### src/rtl/vga_line_prefetch_ctrl.sv
// vga_line_prefetch_ctrl
// Schedules frame-buffer burst reads so that video line N+1 sits in a ping-pong line
// buffer before the pixel pipeline reaches it. Line N+1 is fetched during hblank.
// Line 0 is fetched at vblank start. A trigger that arrives while a line is still
// in flight is a deadline miss: the new line supersedes the stale one.
// Optional build macro VGA_PREFETCH_STATS_EN adds a saturating 16-bit underrun
// counter. Without it, o_underrun_cnt is tied to zero.
module vga_line_prefetch_ctrl #(
   parameter int unsigned H_ACTIVE    = 1920,
   parameter int unsigned V_ACTIVE    = 1080,
   parameter int unsigned BURST_LEN   = 64,
   parameter int unsigned LINE_STRIDE = 2048,
   parameter int unsigned BASE_ADDR   = 0,
   parameter int unsigned ADDR_W      = 24
) (
   input  logic              i_pclk,
   input  logic              i_rst,
   input  logic [11:0]       i_hcount,
   input  logic [11:0]       i_vcount,
   input  logic              i_vblnk,
   input  logic              i_enable,
   output logic              o_rd_req,
   output logic [ADDR_W-1:0] o_rd_addr,
   output logic [7:0]        o_rd_len,
   input  logic              i_rd_ack,
   input  logic              i_rd_done,
   output logic              o_buf_sel,
   output logic [11:0]       o_fetch_line,
   output logic              o_line_ready,
   output logic              o_busy,
   output logic              o_underrun,
   input  logic              i_clr_underrun,
   output logic [15:0]       o_underrun_cnt
);

   localparam int unsigned    N_BURSTS = (H_ACTIVE + BURST_LEN - 1) / BURST_LEN;
   localparam int unsigned    K_W      = (N_BURSTS > 1) ? $clog2(N_BURSTS) : 1;
   localparam logic [K_W-1:0] K_LAST   = K_W'(N_BURSTS - 1);
   localparam logic [11:0]    H_END    = 12'(H_ACTIVE);
   localparam logic [11:0]    V_END    = 12'(V_ACTIVE);
   localparam logic [11:0]    V_LAST   = 12'(V_ACTIVE - 1);

   typedef enum logic [1:0] {StIdle, StReq, StWaitDone} state_e;

   state_e         state_q;
   logic [K_W-1:0] k_q;
   logic           pend_q;
   logic [11:0]    pend_line_q;

   logic           trig_hb, trig_vb, trig, busy, last_burst;
   logic           burst_end, do_start, underrun_set;
   logic [11:0]    trig_line, start_line;

   // Start word address of burst k of a line, wrapped to the address width.
   function automatic logic [ADDR_W-1:0] burst_addr(input logic [11:0] line,
                                                    input logic [K_W-1:0] k);
      logic [63:0] a;
      a = 64'(BASE_ADDR) + 64'(line) * 64'(LINE_STRIDE) + 64'(k) * 64'(BURST_LEN);
      return a[ADDR_W-1:0];
   endfunction

   // Full bursts until the tail, which carries whatever pixels remain.
   function automatic logic [7:0] burst_len(input logic [K_W-1:0] k);
      int unsigned rem;
      rem = H_ACTIVE - 32'(k) * BURST_LEN;
      return (rem >= BURST_LEN) ? 8'(BURST_LEN) : 8'(rem);
   endfunction

   // Trigger decode and the burst-completion / line-start decisions.
   always_comb begin
      trig_hb      = (i_hcount == H_END) && !i_vblnk && (i_vcount < V_LAST);
      trig_vb      = (i_hcount == H_END) && (i_vcount == V_END);
      trig         = i_enable && (trig_hb || trig_vb);
      trig_line    = trig_vb ? 12'd0 : i_vcount + 12'd1;
      busy         = (state_q != StIdle);
      last_burst   = (k_q == K_LAST);
      // A done in the ack cycle completes the burst right away.
      burst_end    = ((state_q == StReq) && i_rd_ack && i_rd_done) ||
                     ((state_q == StWaitDone) && i_rd_done);
      // Newest trigger wins over an older pending one.
      start_line   = trig ? trig_line : pend_line_q;
      do_start     = ((state_q == StIdle) && trig) ||
                     (burst_end && i_enable && (pend_q || trig));
      underrun_set = trig && busy;
   end

   assign o_busy = busy;

   // Burst sequencing FSM with registered read-port and status outputs.
   always_ff @(posedge i_pclk or posedge i_rst) begin
      if (i_rst) begin
         state_q      <= StIdle;
         k_q          <= '0;
         pend_q       <= 1'b0;
         pend_line_q  <= '0;
         o_rd_req     <= 1'b0;
         o_rd_addr    <= '0;
         o_rd_len     <= '0;
         o_buf_sel    <= 1'b0;
         o_fetch_line <= '0;
         o_line_ready <= 1'b0;
         o_underrun   <= 1'b0;
      end else begin
         // A superseded line never reports ready.
         o_line_ready <= burst_end && last_burst && !pend_q;

         if (underrun_set) begin
            o_underrun <= 1'b1;
         end else if (i_clr_underrun) begin
            o_underrun <= 1'b0;
         end

         if (underrun_set && !do_start) begin
            pend_q      <= 1'b1;
            pend_line_q <= trig_line;
         end

         if (do_start) begin
            state_q      <= StReq;
            k_q          <= '0;
            pend_q       <= 1'b0;
            o_rd_req     <= 1'b1;
            o_fetch_line <= start_line;
            o_buf_sel    <= start_line[0];
            o_rd_addr    <= burst_addr(start_line, '0);
            o_rd_len     <= burst_len('0);
         end else if (burst_end) begin
            if (last_burst || !i_enable) begin
               state_q  <= StIdle;
               pend_q   <= 1'b0;
               o_rd_req <= 1'b0;
            end else begin
               state_q   <= StReq;
               k_q       <= k_q + K_W'(1);
               o_rd_req  <= 1'b1;
               o_rd_addr <= burst_addr(o_fetch_line, k_q + K_W'(1));
               o_rd_len  <= burst_len(k_q + K_W'(1));
            end
         end else if ((state_q == StReq) && i_rd_ack) begin
            state_q  <= StWaitDone;
            o_rd_req <= 1'b0;
         end
      end
   end

`ifdef VGA_PREFETCH_STATS_EN
   logic [15:0] cnt_q;

   // Saturating underrun counter; a new underrun beats a simultaneous clear.
   always_ff @(posedge i_pclk or posedge i_rst) begin
      if (i_rst) begin
         cnt_q <= '0;
      end else if (underrun_set) begin
         if (i_clr_underrun) begin
            cnt_q <= 16'd1;
         end else if (cnt_q != 16'hFFFF) begin
            cnt_q <= cnt_q + 16'd1;
         end
      end else if (i_clr_underrun) begin
         cnt_q <= '0;
      end
   end

   assign o_underrun_cnt = cnt_q;
`else
   assign o_underrun_cnt = 16'd0;
`endif

endmodule
### config.mk
export PLATFORM = sky130hd
export DESIGN_NAME = vga_line_prefetch_ctrl
export DESIGN_NICKNAME = d
export VERILOG_FILES = /design/src/rtl/vga_line_prefetch_ctrl.sv
export SDC_FILE = /design/constraint.sdc
export NUM_CORES = 1
export LEC_CHECK = 0
export CAP_MARGIN = 20
export CORE_ASPECT_RATIO = 0.8
export CORE_UTILIZATION = 35
export CTS_CLUSTER_SIZE = 24
export DETAILED_ROUTE_END_ITERATION = 8
export PLACE_DENSITY = 0.61
export SYNTH_ARGS = -nofsm -noshare
export SYNTH_HDL_FRONTEND = slang
export SYNTH_SLANG_ARGS = --single-unit
### constraint.sdc
create_clock -name i_pclk -period 5.8 [get_ports i_pclk]
set_clock_uncertainty 0.2 [all_clocks]
set_input_delay 1.74 -clock i_pclk [delete_from_list [all_inputs] [get_ports i_pclk]]
set_output_delay 1.74 -clock i_pclk [all_outputs]
set_load 0.005 [all_outputs]
==> results.md <==
- CTS Hold Bufs: 0
- Cell Int Power: 445 uW
- Setup TNS: 0 ps
- Clk slew on worst S/H paths: 90 ps
- Flops & latches, synth: 48
- Comb power frac: 0.092
- Routed Antenna Nets: 0
- Layout cell share with drive strength beyond 1: 0.105
- Most frequent cell after synthesis: dfrtp_1
- Die Height: 84.2 um
- Worst path required time: 5830 ps
- Psw: 144 uW
- Total power draw: 589 uW
- Synthesized area per cell: 9.56 um^2
- Die W: 105 um
- Post-route DRC: 0
- DR vias/cell: 4.55
- # rows: 29
- Sw frac: 0.244
- Ys Warns: 0
- GPL Wtd Cong: 0.797
- Starting Density: 0.367
- LEAKAGE: 1.71 nW
- Final Slew Violations: 0
- Max FO, Critical Path: 29
- Largest net degree at the start of global routing: 49
- Status: completed
- Async SR Flop Fraction: 1.00
- Synth area leaders: dfrtp_1, buf_4, mux2i_1
- Final hold vios: 0
- CTS buffer count: 5
- I/O Buffers: 66
- Slew @ Worst Pin: 597 ps
- Worst setup EP type: flop
- Final nets: 409
- Die ar.: 0.00882 mm^2
- Max-cap violations: 0
- Largest delay share family, worst path: compound AO/OA/AOI/OAI gates
- EDFF count, synth: 0
- Seq pwr share: 0.568
- Hold/Removal Path Class: reg2reg
- First DRT Iteration DRCs: 66
- Clk_lat worst skew: 300 ps
- Final period util: 0.780
- Fin cells: 480
- Fmax: 221 MHz
- Maximum clock path buffer count: 2
- Area leader, netlist: dfrtp_1
- Setup violations, final: 0
- Wire per inst: 12.8 um
- Vias in the first global route: 2,050
- GRT Total Usage: 0.143
- Cell variety after synth: 52
- Router iterations before antenna repair: 4
- CP max stage delay: 580 ps
- Initial antenna violation count: 0
- Crit path DAT: 4550 ps
- Top_reg_cell synth: dfrtp_1
- Area share of the leading cell type in the synthesized netlist: 0.406
- Inst Count DP: 471
- CTS root buf: clkbuf_8
- Synth Cell Area: 0.00296 mm^2
- Buffers plus inverters on the worst setup path: 2
- First-pass GRT wire length: 10,000 um
- CTS tree: built
- Fin crit period: 4520 ps
- Crit Path Category: in2reg
- Power density cells: 160 mW/mm^2
- Top Ports: 96
- Max transition margin: 0.600
- Clock sink total: 48
- Cells along the critical path: clkdlybuf4s50_1 > or4_4 > a221o_2 > a21oi_2 > o21ai_1 > a21oi_4 > buf_4 > mux2i_1
- Sequential-to-total area share from yosys stat: 0.406
- Synthesized instance count: 309
- Fill cell count: 799
- RSZ-0062 raised after global routing: no
- Commonest cells in the netlist: dfrtp_1, nand2_1, buf_4
- Post-CTS Setup Repair Bufs: 0
- Post-DP HPWL: 4630 um
- Total global routing overflow: 0
- DRT Wirelength: 6120 um
- N_diodes: 0
- Resize count post-CTS: 0
- Clock power frac: 0.339
- H-tree depth: 2
- Startpoint Class: primary input
- Slowest CP cell: or4_4
- Peak VDD IR: 0.0839 mV
- Via count: 2,186
- Area of the core: 0.00806 mm^2
- Syn-to-layout area delta: 24.5%
[per-layer routing]
layer / wire, um / vias to the layer above / share of wire / track usage
li1: - / 1102 / - / -
met1: 3110 / 1010 / 0.51 / 0.215
met2: 2620 / 69 / 0.43 / 0.202
met3: 311 / 5 / 0.051 / 0.0241
met4: 83 / 0 / 0.014 / 0.0576
met5: 0 / - / 0 / 0
[per-stage QoR]
step,setup WS (ps),instance area (um^2),hold slack [ps],util
6_report,1280,3680,261,0.457
3_3_place_gp,1100,3570,242,0.443
4_1_cts,1280,3660,267,0.454
3_5_place_dp,946,3570,248,0.443
5_1_grt,1150,3680,285,0.457
2_1_floorplan,1770,3060,231,-
[cell usage in the layout (no fill, tap or decap), types with 2 or more instances in the layout]
cell              n
clkdlybuf4s50_1  66
dfrtp_1          48
nand2_1          34
conb_1           29
a21oi_1          22
nor2_1           21
mux2i_1          20
inv_1            18
xnor2_1          10
xor2_1            7
nor2b_1           7
ha_1              7
nand4_1           6
nand3_1           5
mux2_2            5
clkbuf_8          5
nand2b_1          4
o21ai_1           4
mux2_4            4
o21ai_0           3
o21ai_2           3
buf_4             3
a21o_1            2
and3_2            2
nor3b_1           2
nand3b_1          2
and2b_2           2
a32oi_1           2
clkinv_2          2
[registers in the layout (all words and copies together) (netlist names)]
| register | cells |
|---|---|
| k_q | 4 |
| o_fetch_line | 12 |
| o_line_ready | 1 |
| o_rd_addr | 13 |
| o_rd_len | 2 |
| o_rd_req | 1 |
| o_underrun | 1 |
| pend_line_q | 12 |
| pend_q | 1 |
| state_q | 1 |
[cell families (layout without fill, tap and decap cells)]
group / Yosys count / after routing / synth area share
buffers and inverters: 62 / 97 / 0.128
adders and majority gates: 7 / 7 / 0.0296
AOI/OAI and AO/OA: 45 / 45 / 0.0987
other: 1 / 29 / 0.00127
DFF: 48 / 48 / 0.406
muxes: 30 / 30 / 0.111
and+or+nand+nor: 99 / 99 / 0.174
xor gates and xnor gates: 17 / 17 / 0.0504
[power groups by stage]
stage | logic [mW] | registers [mW] | clock network, mW
2_1_floorplan | 0.0375 | 0.341 | 0
5_1_grt | 0.0611 | 0.335 | 0.221
3_3_place_gp | 0.0524 | 0.341 | 0
3_5_place_dp | 0.0533 | 0.341 | 0
4_1_cts | 0.0534 | 0.335 | 0.207
6_report | 0.0544 | 0.335 | 0.200
[layout make-up]
type	instances	area [um^2]	share of cell area
clock buffers	5	68.8	0.0187
clock inverters	3	18.8	0.00510
inverters	19	71.3	0.0194
multi-input cells	227	1480	0.402
flip-flops and latches	48	1200	0.327
well taps	108	135	0.0367
repair buffers	70	703	0.191
[path summary, 6_finish.rpt]
path,slack [ps],end,from,cells after the start
min in group asynchronous,1550,o_fetch_line[11],i_rst,2
max in group asynchronous,3350,o_fetch_line[3],i_rst,3
worst max-delay path,1280,o_rd_addr[16],i_vcount[6],8
worst min register to register,260,pend_line_q[0],pend_line_q[0],2
worst min-delay path,260,pend_line_q[0],pend_line_q[0],2
worst max register to register,3370,o_rd_len[6],k_q[0],8
[tightest hold or removal path: stages (launching register included)]
cell and delay (ps):
dfrtp_1 340, nand2_1 50, nand2_1 50
Power figures use the tool's default switching activity.
